==> config.mk <==
export PLATFORM = sky130hd
export DESIGN_NAME = ah_cpu2pl_src_arbiter
export DESIGN_NICKNAME = d
export VERILOG_FILES = /design/src/rtl/ah_cpu2pl_src_arbiter.sv
export SDC_FILE = /design/constraint.sdc
export NUM_CORES = 1
export LEC_CHECK = 0
export CAP_MARGIN = 25
export CORE_ASPECT_RATIO = 0.6
export CORE_MARGIN = 2
export CORE_UTILIZATION = 40
export DETAILED_ROUTE_END_ITERATION = 7
export PLACE_DENSITY = 0.93
export SYNTH_ARGS = -nofsm -noshare
export SYNTH_HDL_FRONTEND = slang
export SYNTH_SLANG_ARGS = --single-unit
==> constraint.sdc <==
create_clock -name S_AXI_ACLK -period 2.99 [get_ports S_AXI_ACLK]
set_clock_uncertainty 0.2 [all_clocks]
set_input_delay 0.897 -clock S_AXI_ACLK [delete_from_list [all_inputs] [get_ports S_AXI_ACLK]]
set_output_delay 0.897 -clock S_AXI_ACLK [all_outputs]
set_load 0.01 [all_outputs]
==> src/rtl/ah_cpu2pl_src_arbiter.sv <==
// Round-robin arbiter sharing one CPU2PL input/interrupt slot among NUM_REQ PL producers.
// Grants one producer, latches its word, pulses slot_intr and holds until the CPU acknowledges.
module ah_cpu2pl_src_arbiter #(
    parameter int NUM_REQ          = 4,
    parameter int DATA_WIDTH       = 32,
    parameter int REQUIRE_READ_ACK = 1,
    parameter int ACK_TIMEOUT      = 1024,
    localparam int SRC_W           = (NUM_REQ > 1) ? $clog2(NUM_REQ) : 1
) (
    input  logic                          S_AXI_ACLK,
    input  logic                          S_AXI_ARESETN,
    input  logic [NUM_REQ-1:0]            req_valid,
    input  logic [NUM_REQ*DATA_WIDTH-1:0] req_data,
    output logic [NUM_REQ-1:0]            req_ready,
    output logic [DATA_WIDTH-1:0]         slot_data,
    output logic [SRC_W-1:0]              slot_src,
    output logic                          slot_intr,
    input  logic                          intr_ack,
    input  logic                          read_ack,
    output logic                          busy,
    output logic                          timeout_err
);

    localparam int          CNT_W   = (ACK_TIMEOUT > 1) ? $clog2(ACK_TIMEOUT) : 1;
    localparam int unsigned TO_LAST = (ACK_TIMEOUT > 0) ? ACK_TIMEOUT - 1 : 0;

    typedef enum logic {IDLE, WAIT_ACK} state_t;

    state_t                  state_q, state_d;
    logic [SRC_W-1:0]        rr_q, rr_d;
    logic [DATA_WIDTH-1:0]   data_q, data_d;
    logic [SRC_W-1:0]        src_q, src_d;
    logic [NUM_REQ-1:0]      ready_q, ready_d;
    logic                    intr_q, intr_d;
    logic                    ai_q, ai_d;
    logic                    ar_q, ar_d;
    logic [CNT_W-1:0]        cnt_q, cnt_d;
    logic                    terr_q, terr_d;

    logic                    found;
    logic [SRC_W-1:0]        win;
    logic [DATA_WIDTH-1:0]   win_word;
    logic [NUM_REQ-1:0]      win_hot;
    logic                    done;
    logic                    timeout_hit;

    // First requester at or above rr_ptr, wrapping at NUM_REQ.
    always_comb begin
        int unsigned idx;
        found = 1'b0;
        win   = '0;
        idx   = 0;
        for (int unsigned i = 0; i < NUM_REQ; i++) begin
            idx = 32'(rr_q) + i;
            if (idx >= NUM_REQ) idx = idx - NUM_REQ;
            if (!found && req_valid[SRC_W'(idx)]) begin
                found = 1'b1;
                win   = SRC_W'(idx);
            end
        end
        win_word = '0;
        win_hot  = '0;
        for (int unsigned i = 0; i < NUM_REQ; i++) begin
            if (win == SRC_W'(i)) begin
                win_word   = req_data[i*DATA_WIDTH +: DATA_WIDTH];
                win_hot[i] = 1'b1;
            end
        end
    end

    assign done        = (ai_q | intr_ack) && (ar_q | read_ack | (REQUIRE_READ_ACK == 0));
    assign timeout_hit = (ACK_TIMEOUT > 0) && (32'(cnt_q) == TO_LAST);

    always_comb begin
        state_d = state_q;
        rr_d    = rr_q;
        data_d  = data_q;
        src_d   = src_q;
        ready_d = '0;
        intr_d  = 1'b0;
        ai_d    = ai_q;
        ar_d    = ar_q;
        cnt_d   = cnt_q;
        terr_d  = 1'b0;
        case (state_q)
            IDLE: begin
                if (found) begin
                    data_d  = win_word;
                    src_d   = win;
                    ready_d = win_hot;
                    intr_d  = 1'b1;
                    cnt_d   = '0;
                    state_d = WAIT_ACK;
                    if (32'(win) == NUM_REQ - 1) rr_d = '0;
                    else                         rr_d = win + SRC_W'(1);
                end
            end
            WAIT_ACK: begin
                ai_d  = ai_q | intr_ack;
                ar_d  = ar_q | read_ack;
                cnt_d = cnt_q + CNT_W'(1);
                // A release on the timeout's last cycle is a normal one, not an error.
                if (done || timeout_hit) begin
                    terr_d  = !done;
                    state_d = IDLE;
                    ai_d    = 1'b0;
                    ar_d    = 1'b0;
                    cnt_d   = '0;
                end
            end
            default: state_d = IDLE;
        endcase
    end

    always_ff @(posedge S_AXI_ACLK or negedge S_AXI_ARESETN) begin
        if (!S_AXI_ARESETN) begin
            state_q <= IDLE;
            rr_q    <= '0;
            data_q  <= '0;
            src_q   <= '0;
            ready_q <= '0;
            intr_q  <= 1'b0;
            ai_q    <= 1'b0;
            ar_q    <= 1'b0;
            cnt_q   <= '0;
            terr_q  <= 1'b0;
        end else begin
            state_q <= state_d;
            rr_q    <= rr_d;
            data_q  <= data_d;
            src_q   <= src_d;
            ready_q <= ready_d;
            intr_q  <= intr_d;
            ai_q    <= ai_d;
            ar_q    <= ar_d;
            cnt_q   <= cnt_d;
            terr_q  <= terr_d;
        end
    end

    assign req_ready   = ready_q;
    assign slot_data   = data_q;
    assign slot_src    = src_q;
    assign slot_intr   = intr_q;
    assign busy        = (state_q == WAIT_ACK);
    assign timeout_err = terr_q;

endmodule
==> impl_metrics.json, run 1 <==
{
  "p_leak_nw": 2.432,
  "yosysSeqAreaShare_pct": 42.11,
  "fill_cells": 588,
  "p_sw_share_pct": 39.60,
  "numCtsBuffers": 5,
  "required_ps": 3000,
  "area_delta_synth_final_pct": 70.44,
  "die-height_microns": 74.02,
  "fin_nets": 687,
  "clockBufferDepth": 2,
  "yosys-top-cells-area": "dfrtp_1, a21oi_1, a221oi_1, a211o_1, inv_1",
  "synth-edff-count": 0,
  "io_buffers": 176,
  "finalPower_mw": 4.881,
  "endpoint_kind": "register",
  "rr_worst_depth": 9,
  "avgViaCountPerCell": 5.624,
  "hold_depth": 1,
  "pwr-share-comb_pct": 61.1,
  "hold_end": "slot_src[0]$_DFFE_PN0P_",
  "cts-root-buf": "clkbuf_16",
  "syn_area_per_cell_sq_um": 8.954,
  "pwr-share-seq_pct": 26.2,
  "die_w_microns": 120.7,
  "synth_top_flop_cell": "dfrtp_1",
  "synth_area_sq_um": 3268,
  "outcome": "finished clean",
  "io_pins": 177,
  "p_clk_share_pct": 12.6,
  "clock.fmax_ghz": 0.3496,
  "grt_pass1_wl_mm": 17.71,
  "clkSlewWorstSetupHoldPaths_ps": 70,
  "grt_max_degree": 39,
  "drcViolationCount": 0,
  "floorplan.initialDensity_pct": 41.30,
  "dpl_cell_area_sq_um": 5245,
  "drive_above_1_share_pct": 12.61,
  "min_period_ps": 2860,
  "wire_per_inst_microns": 17.55,
  "p_sw_mw": 1.933,
  "syn-num-nets": 506,
  "cts.sinks": 55,
  "hold_viol_final": 0,
  "drv_slew": 0,
  "async_flop_share_pct": 100.0,
  "num_vias": 3684,
  "stdcell_count": 655,
  "ys_seq_elements": 55,
  "diodes": 0,
  "max_slew_margin_pct": 63.43,
  "mostFrequentLayoutCell": "clkdlybuf4s50_1",
  "hold_slack_ps": 285.0,
  "reg2reg_to": "slot_data[13]$_DFFE_PN0P_",
  "worst-setup-path-type": "input port to register",
  "rrSetupSlack_ps": 310,
  "p_int_mw": 2.948,
  "critical_path_arrival_ps": 2870,
  "drt-initial-drc-count": 200,
  "setup_slack_ps": 130.0,
  "worstMarginPinSlew_ps": 548.6,
  "synth_cell_types": 42,
  "rows": 25,
  "routed_wl_mm": 11.50,
  "layout_common_cells": "clkdlybuf4s50_1, dfrtp_1, a21oi_1",
  "postCtsHoldBufs": 0,
  "routabilityCongestion": 0.7993,
  "dp_slack_ps": -519.1,
  "final_area_sq_um": 5570,
  "period_share_pct": 95.65,
  "dieArea_sq_um": 8933,
  "reg2reg_from": "rr_q[1]$_DFFE_PN0P_",
  "fp.coreArea_sq_um": 7914,
  "grt_setup_unrepaired": "false",
  "cts_tree": "yes",
  "cp_max_fo": 9,
  "synthCells": 365,
  "dr.pass1.iters": 5,
  "yosys.area.top_type": "dfrtp_1",
  "drv_cap": 0,
  "fin_util_pct": 70.39,
  "htreeDepth": 2,
  "setup_violations": 0,
  "grt_pass1_vias": 3667,
  "final_antenna_net_count": 0,
  "critPathLaunchType": "input port",
  "dp.cells": 642,
  "setup_tns_ps": 0,
  "grt.overflow.total": 0,
  "peakVddDrop_mv": 0.3663,
  "grt_usage_pct": 25.33,
  "min_path_type": "register to register",
  "hpwl_mm": 8.395,
  "insertion_delay_ps": 290,
  "antenna_found_initial": 0,
  "synth_warnings": 0,
  "hold_path_startpoint": "slot_src[0]$_DFFE_PN0P_",
  "synth_top_area_share_pct": 42.11,
  "p_per_area_nw_per_um2": 876.3
}
area by class of cell:
type / count / area (sq um) / share of cell area, %
Tap cell: 108 / 135.1 / 2.426
Clock buffer: 8 / 156.4 / 2.808
Timing Repair Buffer: 205 / 2062 / 37.02
Multi-Input combinational cell: 241 / 1698 / 30.48
Inverter: 38 / 142.6 / 2.561
Sequential cell: 55 / 1376 / 24.71
power groups by stage:
stage	logic (mW)	clock network [mW]	registers, mW
after global placement	2.64	0	1.25
after detailed placement	2.76	0	1.28
final	2.98	0.617	1.28
after floorplan	1.43	0	1.37
after global routing	3.22	0.661	1.32
after CTS	2.95	0.633	1.27
worst max-delay path: stages:
cell and delay (ps):
dlygate4sd2_1 220, buf_6 110, a21o_1 150, a21oi_4 70, o22ai_4 240, ha_2 240, nor2b_4 190, buf_6 180
a221oi_1 90, a211o_1 310, a21oi_2 170
Yosys cell counts (2+ instances only):
library cell and n:
a31oi_1 3, a22o_1 4, dfrtp_1 55, o21ai_1 2, buf_2 11, a221oi_1 32, and3_1 3, o21ai_0 6
a21oi_1 68, nor2_1 38, nor3b_1 3, nor3_1 3, a21o_1 6, o22ai_1 2, and2_1 5, a211o_1 31
buf_6 3, inv_1 38, buf_4 6, nand2_1 10, ha_1 5, clkbuf_1 11
registers in the layout, indices dropped and copies added, names as in the netlist:
signal,count
timeout_err,1
slot_data,32
ar_q,1
req_ready,4
slot_src,2
cnt_q,10
busy,1
rr_q,2
slot_intr,1
ai_q,1
metal layers:
| layer | share of wire, % | vias up | GRT usage (%) |
|---|---|---|---|
| met5 | 0 | - | 0 |
| met4 | 1.7 | 0 | 8.398 |
| met3 | 7.2 | 25 | 6.288 |
| met2 | 50 | 176 | 46.58 |
| met1 | 41 | 1793 | 29.67 |
| li1 | - | 1690 | - |
worst max path at each step:
stage | startpoint | to | slack [ps] | cells after the start
2_1_floorplan | req_valid[0] | slot_data[26]$_DFFE_PN0P_ | 80 | 10
3_3_place_gp | req_valid[0] | slot_data[13]$_DFFE_PN0P_ | -380 | 10
3_5_place_dp | req_valid[0] | slot_data[21]$_DFFE_PN0P_ | -520 | 10
4_1_cts | req_valid[2] | slot_data[3]$_DFFE_PN0P_ | 100 | 11
5_1_grt | req_valid[0] | slot_data[3]$_DFFE_PN0P_ | 20 | 12
6_report | req_valid[0] | slot_data[13]$_DFFE_PN0P_ | 130 | 11
kinds of logic after synthesis:
group                      count (synthesis)  synth area share, %
AOI/OAI and AO/OA                        161                34.23
muxes                                      3               0.9954
buffers and inverters                     69                9.724
and+or+nand+nor                           72                11.03
adders and majority gates                  5                1.914
DFF                                       55                42.11
timing repair:
action                                  CTS  global route
gates cloned                              1             0
setup buffers                             6             0
resized for setup                        26            14
endpoints found under the setup margin   32            10
pin swaps                                19             5
Note: power is estimated with default switching activity, not from simulation.
==> run 2, diff against run 1 <==
--- a/config.mk
+++ b/config.mk
@@ -11,6 +11,7 @@
 export CORE_UTILIZATION = 40
 export DETAILED_ROUTE_END_ITERATION = 7
 export PLACE_DENSITY = 0.93
+export SKIP_LAST_GASP = 1
 export SYNTH_ARGS = -nofsm -noshare
 export SYNTH_HDL_FRONTEND = slang
 export SYNTH_SLANG_ARGS = --single-unit
==> results of run 2 <==
No change in the layout: final DEF, timing and power equal those of run 1.
==> run 3, diff against run 2 <==
--- a/config.mk
+++ b/config.mk
@@ -8,9 +8,10 @@
 export CAP_MARGIN = 25
 export CORE_ASPECT_RATIO = 0.6
 export CORE_MARGIN = 2
-export CORE_UTILIZATION = 40
+export CORE_UTILIZATION = 41
+export CTS_BUF_LIST = sky130_fd_sc_hd__clkbuf_4 sky130_fd_sc_hd__clkbuf_8
 export DETAILED_ROUTE_END_ITERATION = 7
-export PLACE_DENSITY = 0.93
+export PLACE_DENSITY = 0.95
 export SKIP_LAST_GASP = 1
 export SYNTH_ARGS = -nofsm -noshare
 export SYNTH_HDL_FRONTEND = slang
==> run 3 against run 2 <==
Global-route usage is 1.2 points higher. Hold slack improved by 10 ps. Clock-buffer cell count is 3 lower. Worst setup slack worse by 98 ps. Critical path depth stayed put. Design area rose by 0.74%. Non-clock buffer count up 2. Critical endpoint is now slot_data[6]$_DFFE_PN0P_.
==> impl_metrics.json, run 3 (synthesis gave the netlist of run 1 again) <==
{
  "seqCellArea_sq_um": 1376,
  "required_ps": 3040,
  "num_vias": 3698,
  "hold_slack_ps": 295.4,
  "grt_usage_pct": 26.56,
  "fp.coreArea_sq_um": 7789,
  "grt.overflow.total": 0,
  "grt_pass1_vias": 3813,
  "rows": 25,
  "numCtsBuffers": 5,
  "peakVddDrop_mv": 0.4901,
  "min_path_type": "register to register",
  "endpoint_kind": "register",
  "dp_slack_ps": -506.5,
  "final_area_sq_um": 5612,
  "routed_wl_mm": 11.78,
  "setup_violations": 0,
  "clockBufferDepth": 2,
  "dieArea_sq_um": 8724,
  "grt_pass1_wl_mm": 18.26,
  "max_stage_delay_ps": 320,
  "die_w_microns": 119.3,
  "avgViaCountPerCell": 5.629,
  "io_buffers": 176,
  "fill_cells": 541,
  "setup_slack_ps": 31.54,
  "drcViolationCount": 0,
  "io_pins": 177,
  "stdcell_count": 657,
  "drt-initial-drc-count": 355,
  "period_share_pct": 98.95,
  "fin_nets": 689,
  "max_slew_margin_pct": 52.04,
  "worstMarginPinSlew_ps": 719.4,
  "htreeDepth": 2,
  "dr.pass1.iters": 4,
  "diodes": 0,
  "floorplan.initialDensity_pct": 41.96,
  "cp_slowest_cell": "a211o_1",
  "cts.sinks": 55,
  "hold_viol_final": 0,
  "hpwl_mm": 7.906,
  "setup_tns_ps": 0,
  "drive_above_1_share_pct": 13.48,
  "drv_slew": 0,
  "grt_max_degree": 56,
  "largest_register_ffs": 32,
  "p_leak_nw": 2.442,
  "insertion_delay_ps": 310,
  "worst-setup-path-type": "input port to register",
  "cp_max_fo": 9,
  "routabilityCongestion": 0.8214,
  "cts-root-buf": "clkbuf_8",
  "clock.fmax_ghz": 0.3380,
  "cts_tree": "yes",
  "wire_per_inst_microns": 17.93,
  "min_period_ps": 2958,
  "finalPower_mw": 4.880,
  "drv_cap": 0,
  "p_per_area_nw_per_um2": 869.7,
  "fin_util_pct": 72.05,
  "critical_path_arrival_ps": 3010,
  "multi_input_area_sq_um": 1717,
  "clkSlewWorstSetupHoldPaths_ps": 110,
  "area_delta_synth_final_pct": 71.71,
  "antenna_found_initial": 0,
  "layout_common_cells": "clkdlybuf4s50_1, dfrtp_1, a21oi_1",
  "final_antenna_net_count": 0,
  "postCtsHoldBufs": 0,
  "outcome": "finished clean",
  "dp.cells": 640,
  "dpl_cell_area_sq_um": 5230,
  "mostFrequentLayoutCell": "clkdlybuf4s50_1",
  "path_cells": "dlygate4sd2_1 > mux2_2 > o221ai_2 > buf_4 > ha_4 > nor2b_4 > buf_6 > buf_12 > a221oi_2 > a211o_1 > a21oi_1",
  "grt_setup_unrepaired": "true",
  "critPathLaunchType": "input port",
  "die-height_microns": 73.16
}
## run 3: area by class of cell
type	instances	area share, %
clock buffers	5	1.226
clock inverters	3	0.4236
inverters	38	2.542
multi-input cells	241	30.59
flip-flops and latches	55	24.53
well taps	108	2.408
repair buffers	207	38.28
## run 3: layer usage
| layer | vias up | track usage, % | part of all wire [%] |
|---|---|---|---|
| met5 | - | 0 | 0 |
| met4 | 0 | 10.32 | 2.2 |
| met3 | 23 | 6.094 | 8.3 |
| met2 | 210 | 46.87 | 49 |
| met1 | 1767 | 32.18 | 41 |
| li1 | 1698 | - | - |
## run 3: worst max-delay path: cells and delay by family
kind | cells | cell delay [ps]
fa+ha+maj | 1 | 140
simple gates | 1 | 220
buf+inv | 4 | 710
compound gates | 4 | 730
mux | 1 | 310
## run 3: final timing paths
check	to	slack, ps	start	cells after the start
worst min-delay path	slot_src[0]$_DFFE_PN0P_	300	slot_src[0]$_DFFE_PN0P_	1
worst max register to register	slot_data[6]$_DFFE_PN0P_	300	rr_q[1]$_DFFE_PN0P_	10
max in group asynchronous	busy$_DFF_PN0_	1600	S_AXI_ARESETN	2
worst min register to register	slot_src[0]$_DFFE_PN0P_	300	slot_src[0]$_DFFE_PN0P_	1
min in group asynchronous	slot_data[28]$_DFFE_PN0P_	500	S_AXI_ARESETN	2
worst max-delay path	slot_data[6]$_DFFE_PN0P_	30	req_valid[1]	11
## run 3: what timing repair did
item / CTS / global route
cloned: 3 / 0
buffers inserted: 6 / 0
gates resized for setup: 30 / 10
setup endpoints to repair: 32 / 21
pin swaps: 22 / 4
## run 3: report_power, final
| part | leakage [nW] | internal, mW | total, mW | switching, mW |
|---|---|---|---|---|
| combinational | 1.73 | 1.65 | 3.18 | 1.52 |
| clock | 0.0461 | 0.170 | 0.435 | 0.265 |
| sequential | 0.669 | 1.06 | 1.27 | 0.210 |
